$ cat config.mk
export PLATFORM = sky130hd
export DESIGN_NAME = pprm_inv_arbiter
export DESIGN_NICKNAME = d
export VERILOG_FILES = /design/src/rtl/pprm_inv_arbiter.sv
export SDC_FILE = /design/constraint.sdc
export NUM_CORES = 1
export LEC_CHECK = 0
export CORE_AREA = 2 2 180 315
export DETAILED_ROUTE_END_ITERATION = 10
export DIE_AREA = 0 0 182 317
export REMOVE_ABC_BUFFERS = 1
export SLEW_MARGIN = 0
export SYNTH_ARGS = -nofsm -noshare
export SYNTH_HDL_FRONTEND = slang
export SYNTH_SLANG_ARGS = --single-unit
$ cat constraint.sdc
create_clock -name clk -period 13.4 [get_ports clk]
set_input_delay 2.01 -clock clk [delete_from_list [all_inputs] [get_ports clk]]
set_output_delay 2.01 -clock clk [all_outputs]
set_load 0.005 [all_outputs]
$ cat src/rtl/pprm_inv_arbiter.sv
// Four-requester round-robin front end sharing one GF(2^8) inverter between
// two pipeline registers (S1 -> inverter -> S2), with ready/valid flow control.

module pprm_inverter (
    input  logic [7:0] a,
    output logic [7:0] y
);
    // Multiplication in GF(2^8) modulo x^8 + x^4 + x^3 + x + 1.
    function automatic logic [7:0] gf_mul(input logic [7:0] x, input logic [7:0] z);
        logic [7:0] acc;
        logic [7:0] p;
        acc = 8'h00;
        p   = x;
        for (int i = 0; i < 8; i++) begin
            if (z[i]) begin
                acc = acc ^ p;
            end
            p = {p[6:0], 1'b0} ^ (p[7] ? 8'h1B : 8'h00);
        end
        return acc;
    endfunction

    // a^254 = a^2 * a^4 * ... * a^128; this is the inverse and maps 0 to 0.
    always_comb begin
        logic [7:0] sq;
        logic [7:0] prod;
        sq   = a;
        prod = 8'h01;
        for (int k = 1; k < 8; k++) begin
            sq   = gf_mul(sq, sq);
            prod = gf_mul(prod, sq);
        end
        y = prod;
    end
endmodule

module pprm_inv_arbiter (
    input  logic        clk,
    input  logic        rst,
    input  logic [3:0]  req_valid,
    input  logic [31:0] req_data,
    output logic [3:0]  req_ready,
    output logic        out_valid,
    output logic [7:0]  out_data,
    output logic [1:0]  out_id,
    input  logic        out_ready
);
    logic       v1_q, v1_d;
    logic [7:0] d1_q, d1_d;
    logic [1:0] id1_q, id1_d;
    logic       v2_q, v2_d;
    logic [7:0] y2_q, y2_d;
    logic [1:0] id2_q, id2_d;
    logic [1:0] last_gnt_q, last_gnt_d;

    logic       adv1;
    logic       adv2;
    logic       gnt_found;
    logic [1:0] gnt_idx;
    logic [7:0] gnt_data;
    logic       accept;
    logic [7:0] inv_y;

    pprm_inverter u_inv (
        .a (d1_q),
        .y (inv_y)
    );

    assign adv2 = !v2_q || out_ready;
    assign adv1 = !v1_q || adv2;

    // Search starts just past the last winner so every requester gets a turn.
    always_comb begin
        logic [1:0] cand;
        gnt_found = 1'b0;
        gnt_idx   = last_gnt_q;
        for (int k = 1; k <= 4; k++) begin
            cand = last_gnt_q + 2'(k);
            if (!gnt_found && req_valid[cand]) begin
                gnt_found = 1'b1;
                gnt_idx   = cand;
            end
        end
    end

    assign gnt_data = req_data[{gnt_idx, 3'b000} +: 8];

    // rst gates the handshake so nothing is offered while reset is held.
    assign accept = adv1 && gnt_found && !rst;

    generate
        for (genvar gi = 0; gi < 4; gi++) begin : g_ready
            assign req_ready[gi] = accept && (gnt_idx == 2'(gi));
        end
    endgenerate

    always_comb begin
        v1_d       = v1_q;
        d1_d       = d1_q;
        id1_d      = id1_q;
        v2_d       = v2_q;
        y2_d       = y2_q;
        id2_d      = id2_q;
        last_gnt_d = last_gnt_q;
        if (adv1) begin
            v1_d = gnt_found;
            if (gnt_found) begin
                d1_d  = gnt_data;
                id1_d = gnt_idx;
            end
        end
        if (adv2) begin
            v2_d  = v1_q;
            y2_d  = inv_y;
            id2_d = id1_q;
        end
        if (accept) begin
            last_gnt_d = gnt_idx;
        end
    end

    always_ff @(posedge clk or posedge rst) begin
        if (rst) begin
            v1_q       <= 1'b0;
            d1_q       <= 8'h00;
            id1_q      <= 2'd0;
            v2_q       <= 1'b0;
            y2_q       <= 8'h00;
            id2_q      <= 2'd0;
            last_gnt_q <= 2'd3;
        end else begin
            v1_q       <= v1_d;
            d1_q       <= d1_d;
            id1_q      <= id1_d;
            v2_q       <= v2_d;
            y2_q       <= y2_d;
            id2_q      <= id2_d;
            last_gnt_q <= last_gnt_d;
        end
    end

    assign out_valid = v2_q;
    assign out_data  = y2_q;
    assign out_id    = id2_q;
endmodule

==> key figures, run 1 <==
CTS
  • CTS Sinks: 24
  • CTS clk-pin slew, worst paths: 0.06 ns
  • H-tree levels: 1
  • TritonCTS buffer count: 3
  • Root Driver: clkbuf_16
  • Worst-Skew Late Latency: 0.26 ns
  • Hold-fix buffers at CTS: 0
  • CTS tree: yes
  • Longest Clk Path Bufs: 2

Setup path
  • R2r setup slk: 0.46 ns
  • Most used cell, CP: buf_4
  • Crit-path max FO: 13
  • Worst r2r src: d1_q[6]$_DFFE_PP0P_
  • Setup crit end kind: flip-flop
  • CP arrival: 13.05 ns
  • Crit path max-delay cell type: or4_4
  • RR Endpoint: out_data[4]$_DFFE_PP0P_
  • Max stage delay on crit path: 0.59 ns
  • Startpoint Class: flip-flop
  • Worst setup path endpoint: out_data[4]$_DFFE_PP0P_
  • CP Class: flip-flop to flip-flop
  • Worst Path Required: 13.52 ns
  • Worst r2r path cells: 50
  • Critical Path Start: d1_q[6]$_DFFE_PP0P_

Timing
  • Clk_skew: 0.002277 ns
  • Final setup viols: 0
  • Final period utilization: 0.9654
  • Worst hold slack: 0.4684 ns
  • Max Freq: 0.07730 GHz
  • Tightest Pin Transition: 1.274 ns
  • Slew HR: 0.1443
  • Crit path time final: 12.94 ns
  • Max-slew violation count: 0
  • Hold Fails Final Rpt: 0

Detailed routing
  • Drt first-iter violations: 1,132
  • WL final: 58,200 microns
  • Final antenna-violating net count: 0
  • Drt wl/cell: 19.15 microns
  • Vias per cell: 5.571
  • DR pass1 iterations: 6
  • DRC: 0
  • Via Count: 16,930

Global routing
  • Met1 usage in global routing: 0.1877
  • Met3 usage: 0.009963
  • Largest net degree at the start of global routing: 37
  • All-layer global routing usage: 0.1924
  • Initial antenna violation count: 0
  • Vias in the first global route: 16,720
  • Global-route wire length before repair: 90,390 microns
  • Global-route layer with the greatest usage: met2
  • Grt ovf: 0
  • GR Util met2: 0.3935

Floorplanning
  • DIE AREA: 57,690 sq um
  • Std-Cell Core Area: 55,060 sq um
  • Vert. Die Dim: 317 microns
  • I/O pins: 54
  • Num rows: 114
  • Initial Util: 0.2982
  • Die X-Extent: 182 microns

Placed design
  • Final RePlAce weighted congestion: 0.9490
  • IO buf count: 53
  • Post-DP HPWL: 45,270 microns

Final layout
  • Nets@finish: 2,390
  • Layout cells sized above 1: 0.2151
  • Antenna diodes: 0
  • Multi-input gate area: 16,040 sq um
  • Area Overhead vs Synth: 23.30%
  • Register area: 608.1 sq um
  • Fillers: 5,697

Outcome
  • Status: completed

Synth
  • Synthesis warning total: 0
  • Area leader, netlist: xnor2_1
  • Count of cell types in the netlist: 98
  • Number of enable flip-flop cells after synthesis: 0
  • Top cells by count, synth: 347 x xnor2_1, 305 x nor2_1, 228 x nand2_1
  • Synthesized cell area: 16,420 sq um
  • Seq cells post-synth: 24
  • Async SR Flop Fraction: 1.000
  • Synth top area share: 0.1851
  • Seq/Total Area, Yosys: 0.03673
  • Primary FF master, synth: dfrtp_1
  • Synth top area cells: xnor2_1 19%, xnor3_1 12%, nor2_1 7.0%
  • Syn_area_per_cell: 7.476 sq um
  • Post-Synthesis Cells: 2,196
  • Most common cell in the netlist: xnor2_1

Worst hold path
  • Min-Delay Path Class: flip-flop to flip-flop

Job
  • Max Cap Viol: 0
## metal layers
metal,wire [microns],vias up,share of wire
li1,-,8023,-
met1,19870,8036,0.34
met2,32190,638,0.55
met3,2203,233,0.038
met4,3938,0,0.068
met5,0,-,0
## flip-flops by register name, summed over array words and instances (netlist names)
register	flops
d1_q	8
id1_q	2
last_gnt_q	2
out_data	8
out_id	2
out_valid	1
v1_q	1
## critical path, delay by kind of cell, from the launching register on
family	cells	cell delay, ns
xor gates and xnor gates	24	7.51
buffers and inverters	9	1.66
AOI/OAI and AO/OA	9	1.59
DFF	1	0.47
and+or+nand+nor	8	1.50
## layout by cell type, fill, tap and decap left out, types with 11 or more instances in the layout
| master | n |
|---|---|
| nand2_1 | 225 |
| nor3_1 | 79 |
| xnor2_2 | 55 |
| o21ai_1 | 20 |
| nor2_1 | 303 |
| nor4_1 | 14 |
| o22ai_1 | 25 |
| and2_1 | 15 |
| nand3_1 | 49 |
| a21oi_1 | 125 |
| a31oi_1 | 22 |
| xnor2_4 | 23 |
| nor2b_1 | 14 |
| xor2_2 | 14 |
| xor2_1 | 89 |
| o211ai_1 | 32 |
| buf_4 | 235 |
| nand2b_1 | 17 |
| or3_1 | 12 |
| mux2i_1 | 32 |
| xnor2_1 | 300 |
| a211oi_1 | 24 |
| mux2_2 | 18 |
| xnor3_2 | 31 |
| dfrtp_1 | 18 |
| xnor3_1 | 63 |
| clkdlybuf4s50_1 | 53 |
| and3_1 | 11 |
| inv_1 | 21 |
| o21ai_0 | 91 |
## area by class of cell
class / count / share of cell area
clock buffer: 4 / 0.004388
inverter: 29 / 0.005377
multi-input combinational: 1982 / 0.7921
sequential: 24 / 0.03004
tap: 696 / 0.04302
timing repair buffer: 304 / 0.1251
## per-stage QoR
stage / util / setup slack [ns] / cell area, sq um / instances / setup TNS, ns
2_1_floorplan: - / -2.745 / 15700 / 2035 / -19.92
3_3_place_gp: 0.3423 / -0.1262 / 18840 / 2989 / -0.5658
3_5_place_dp: 0.3423 / -0.2897 / 18840 / 2989 / -1.627
4_1_cts: 0.3466 / 0.001886 / 19080 / 2998 / 0
5_1_grt: 0.3677 / -0.03112 / 20240 / 3039 / -0.07762
6_report: 0.3677 / 0.4638 / 20240 / 3039 / 0
## timing repair
item                                    in CTS  in global routing
cloned                                       0                  1
resized for setup                           19                160
buffers inserted                             5                 40
endpoints found under the setup margin       8                  8
pin swaps                                    4                 38
## cells by family after synthesis
logic type,count (synthesis),synth area share
multiplexers,56,0.03559
buffers and inverters,190,0.05030
adder cells (fa/ha/maj),7,0.005334
XOR/XNOR,598,0.4400
AO/OA/AOI/OAI,509,0.2069
flip-flops,24,0.03673
AND/OR/NAND/NOR,812,0.2251
## worst min-delay path by stage
| stage | from | to | slack [ns] | cells past startpoint |
|---|---|---|---|---|
| floorplan | id1_q[1]$_DFFE_PP0P_ | out_id[1]$_DFFE_PP0P_ | 0.44 | 2 |
| global placement | out_id[0]$_DFFE_PP0P_ | out_id[0]$_DFFE_PP0P_ | 0.45 | 2 |
| detailed placement | out_id[1]$_DFFE_PP0P_ | out_id[1]$_DFFE_PP0P_ | 0.46 | 2 |
| CTS | out_id[1]$_DFFE_PP0P_ | out_id[1]$_DFFE_PP0P_ | 0.47 | 2 |
| global route | out_id[1]$_DFFE_PP0P_ | out_id[1]$_DFFE_PP0P_ | 0.50 | 2 |
| finish | out_id[1]$_DFFE_PP0P_ | out_id[1]$_DFFE_PP0P_ | 0.47 | 2 |
Power of run 1 is left out: the tool's default activity adds up to more than one toggle a clock period on the data nets, which glitch-free logic cannot reach.
==> run 2: changes to the inputs <==
CORE_AREA = 2 2 157 274   (was 2 2 180 315)
DIE_AREA = 0 0 159 276   (was 0 0 182 317)
SLEW_MARGIN = not set   (was 0)
==> run 2 against run 1 <==
- die area fell by 24%
- routed wire length is 3.1% lower
- non-clock buffer count increased by 3
- fmax decreased by 0.92%
- cell count down 4.5%
- sequential share of layout area hardly changed
- critical path depth is 1 lower
- worst setup slack worse by 0.12 ns
- clock skew barely moved
- worst hold slack got worse by 0.0064 ns
- first-iteration DRC count grew 16%
- utilization up 11 points
==> key figures, run 2 (synthesis gave the netlist of run 1 again) <==
CTS
  • Worst-Skew Late Latency: 0.26 ns (about the same)
  • CTS clk-pin slew, worst paths: 0.06 ns (about the same)
  • Root Driver: clkbuf_16 (unchanged)
  • Hold-fix buffers at CTS: 0 (unchanged)
  • CTS Sinks: 24 (unchanged)
  • Longest Clk Path Bufs: 2 (unchanged)
  • CTS tree: yes (unchanged)
  • TritonCTS buffer count: 3 (unchanged)
  • H-tree levels: 1 (unchanged)

Timing
  • Final setup viols: 0 (unchanged)
  • Worst hold slack: 0.4620 ns (was 0.4684 ns)
  • Max-slew violation count: 0 (unchanged)
  • Final setup margin: 0.3442 ns (was 0.4638 ns)
  • Final period utilization: 0.9743 (was 0.9654)
  • Clk_skew: 0.001844 ns (was 0.002277 ns)
  • Hold Fails Final Rpt: 0 (unchanged)
  • Crit path time final: 13.06 ns (was 12.94 ns)
  • Slew HR: 0.2961 (was 0.1443)
  • Max Freq: 0.07659 GHz (was 0.07730 GHz)
  • Tightest Pin Transition: 1.051 ns (was 1.274 ns)

Final layout
  • Commonest non-fill, non-tap cell in the layout: xnor2_1 (was nor2_1)
  • Nets@finish: 2,393 (was 2,390)
  • Area Overhead vs Synth: 22.12% (was 23.30%)
  • Final Cell Area: 20,050 sq um (was 20,240 sq um)
  • Antenna diodes: 0 (unchanged)
  • Layout cells sized above 1: 0.2118 (was 0.2151)
  • Commonest cells after routing, fill and taps aside: 304 x xnor2_1, 301 x nor2_1, 231 x buf_4, 223 x nand2_1, 126 x a21oi_1 (was 303 x nor2_1, 300 x xnor2_1, 235 x buf_4, 225 x nand2_1, 125 x a21oi_1)

Setup path
  • Worst r2r path cells: 49 (was 50)
  • Setup crit end kind: flip-flop (unchanged)
  • Worst Path Required: 13.52 ns (about the same)
  • Worst r2r src: d1_q[7]$_DFFE_PP0P_ (was d1_q[6]$_DFFE_PP0P_)
  • Most used cell, CP: xnor3_1 (was buf_4)
  • WP buf/inv: 6 (was 9)
  • Crit-path max FO: 18 (was 13)
  • CP arrival: 13.18 ns (was 13.05 ns)
  • RR Endpoint: out_data[3]$_DFFE_PP0P_ (was out_data[4]$_DFFE_PP0P_)
  • WP depth: 49 (was 50)
  • R2r setup slk: 0.34 ns (was 0.46 ns)
  • Max stage delay on crit path: 0.55 ns (was 0.59 ns)
  • Startpoint Class: flip-flop (unchanged)
  • CP Class: flip-flop to flip-flop (unchanged)
  • CP top delay family: XOR/XNOR gates (unchanged)
  • Crit path max-delay cell type: xnor3_2 (was or4_4)

Global routing
  • Initial antenna violation count: 0 (unchanged)
  • Global-route wire length before repair: 88,510 microns (was 90,390 microns)
  • Vias in the first global route: 16,610 (was 16,720)
  • Grt ovf: 0 (unchanged)
  • Largest net degree at the start of global routing: 37 (unchanged)
  • All-layer global routing usage: 0.2432 (was 0.1924)

Floorplanning
  • DIE AREA: 43,880 sq um (was 57,690 sq um)
  • Num rows: 99 (was 114)
  • Die X-Extent: 159 microns (was 182 microns)
  • Initial Util: 0.3945 (was 0.2982)
  • I/O pins: 54 (unchanged)
  • Std-Cell Core Area: 41,620 sq um (was 55,060 sq um)
  • Vert. Die Dim: 276 microns (was 317 microns)

Detailed routing
  • DR pass1 iterations: 5 (was 6)
  • Drt first-iter violations: 1,317 (was 1,132)
  • DRC: 0 (unchanged)
  • Via Count: 16,900 (was 16,930)
  • Drt wl/cell: 19.44 microns (was 19.15 microns)
  • WL final: 56,400 microns (was 58,200 microns)
  • Final antenna-violating net count: 0 (unchanged)
  • Vias per cell: 5.826 (was 5.571)

Placed design
  • Area after DPL: 18,710 sq um (was 18,840 sq um)
  • Setup WS pre-CTS: -0.7748 ns (was -0.2897 ns)
  • Final RePlAce weighted congestion: 0.9490 (unchanged)
  • Post-DP HPWL: 43,970 microns (was 45,270 microns)
  • IO buf count: 53 (unchanged)

Worst hold path
  • Hold_sp: out_id[0]$_DFFE_PP0P_ (was out_id[1]$_DFFE_PP0P_)
  • Cell depth of the worst hold path: 2 (unchanged)
  • Min-Delay Path Class: flip-flop to flip-flop (unchanged)
  • Hold EP: out_id[0]$_DFFE_PP0P_ (was out_id[1]$_DFFE_PP0P_)

Outcome
  • Status: completed (unchanged)

Job
  • Max Cap Viol: 0 (unchanged)
==> run 2: cell type report <==
class,instances,area [sq um]
clock buffer,4,88.84
fill,4104,21570
inverter,29,108.9
multi-input combinational,1982,15920
sequential,24,606.8
tap,555,694.4
timing repair buffer,307,2633
==> run 2: timing repair <==
| action | 4_1_cts | 5_1_grt |
|---|---|---|
| pin swaps | 7 | 42 |
| gates resized for setup | 26 | 137 |
| setup endpoints to repair | 8 | 8 |
| setup buffers | 6 | 44 |
==> run 2: routing by layer <==
layer  global-route usage  part of all wire
met2               0.4768              0.54
met5                    0                 0
met1               0.2498              0.35
met3              0.01455             0.039
met4               0.1445             0.066
==> run 2: how the worst max path moves through the flow <==
stage	slack, ns	to	startpoint
after detailed placement	-0.77	out_data[1]$_DFFE_PP0P_	d1_q[0]$_DFFE_PP0P_
final	0.34	out_data[3]$_DFFE_PP0P_	d1_q[7]$_DFFE_PP0P_
after floorplan	-2.75	out_data[3]$_DFFE_PP0P_	d1_q[7]$_DFFE_PP0P_
after global placement	-0.63	out_data[3]$_DFFE_PP0P_	d1_q[0]$_DFFE_PP0P_
after global routing	-0.23	out_data[4]$_DFFE_PP0P_	d1_q[7]$_DFFE_PP0P_
after CTS	0.002	out_data[3]$_DFFE_PP0P_	d1_q[0]$_DFFE_PP0P_
==> run 2: tightest hold or removal path: cells and delay by family (launching register included) <==
family           cells  cell delay (ns)
DFF                  1             0.34
and+or+nand+nor      2             0.09
==> run 2: per-stage QoR <==
step	instances	utilization	TNS [ns]
floorplan	2035	-	-19.92
global placement	2847	0.4496	-4.603
detailed placement	2847	0.4496	-5.738
CTS	2857	0.4564	0
global route	2901	0.4818	-1.496
finish	2901	0.4818	0
Power of run 2 is left out for the same reason.
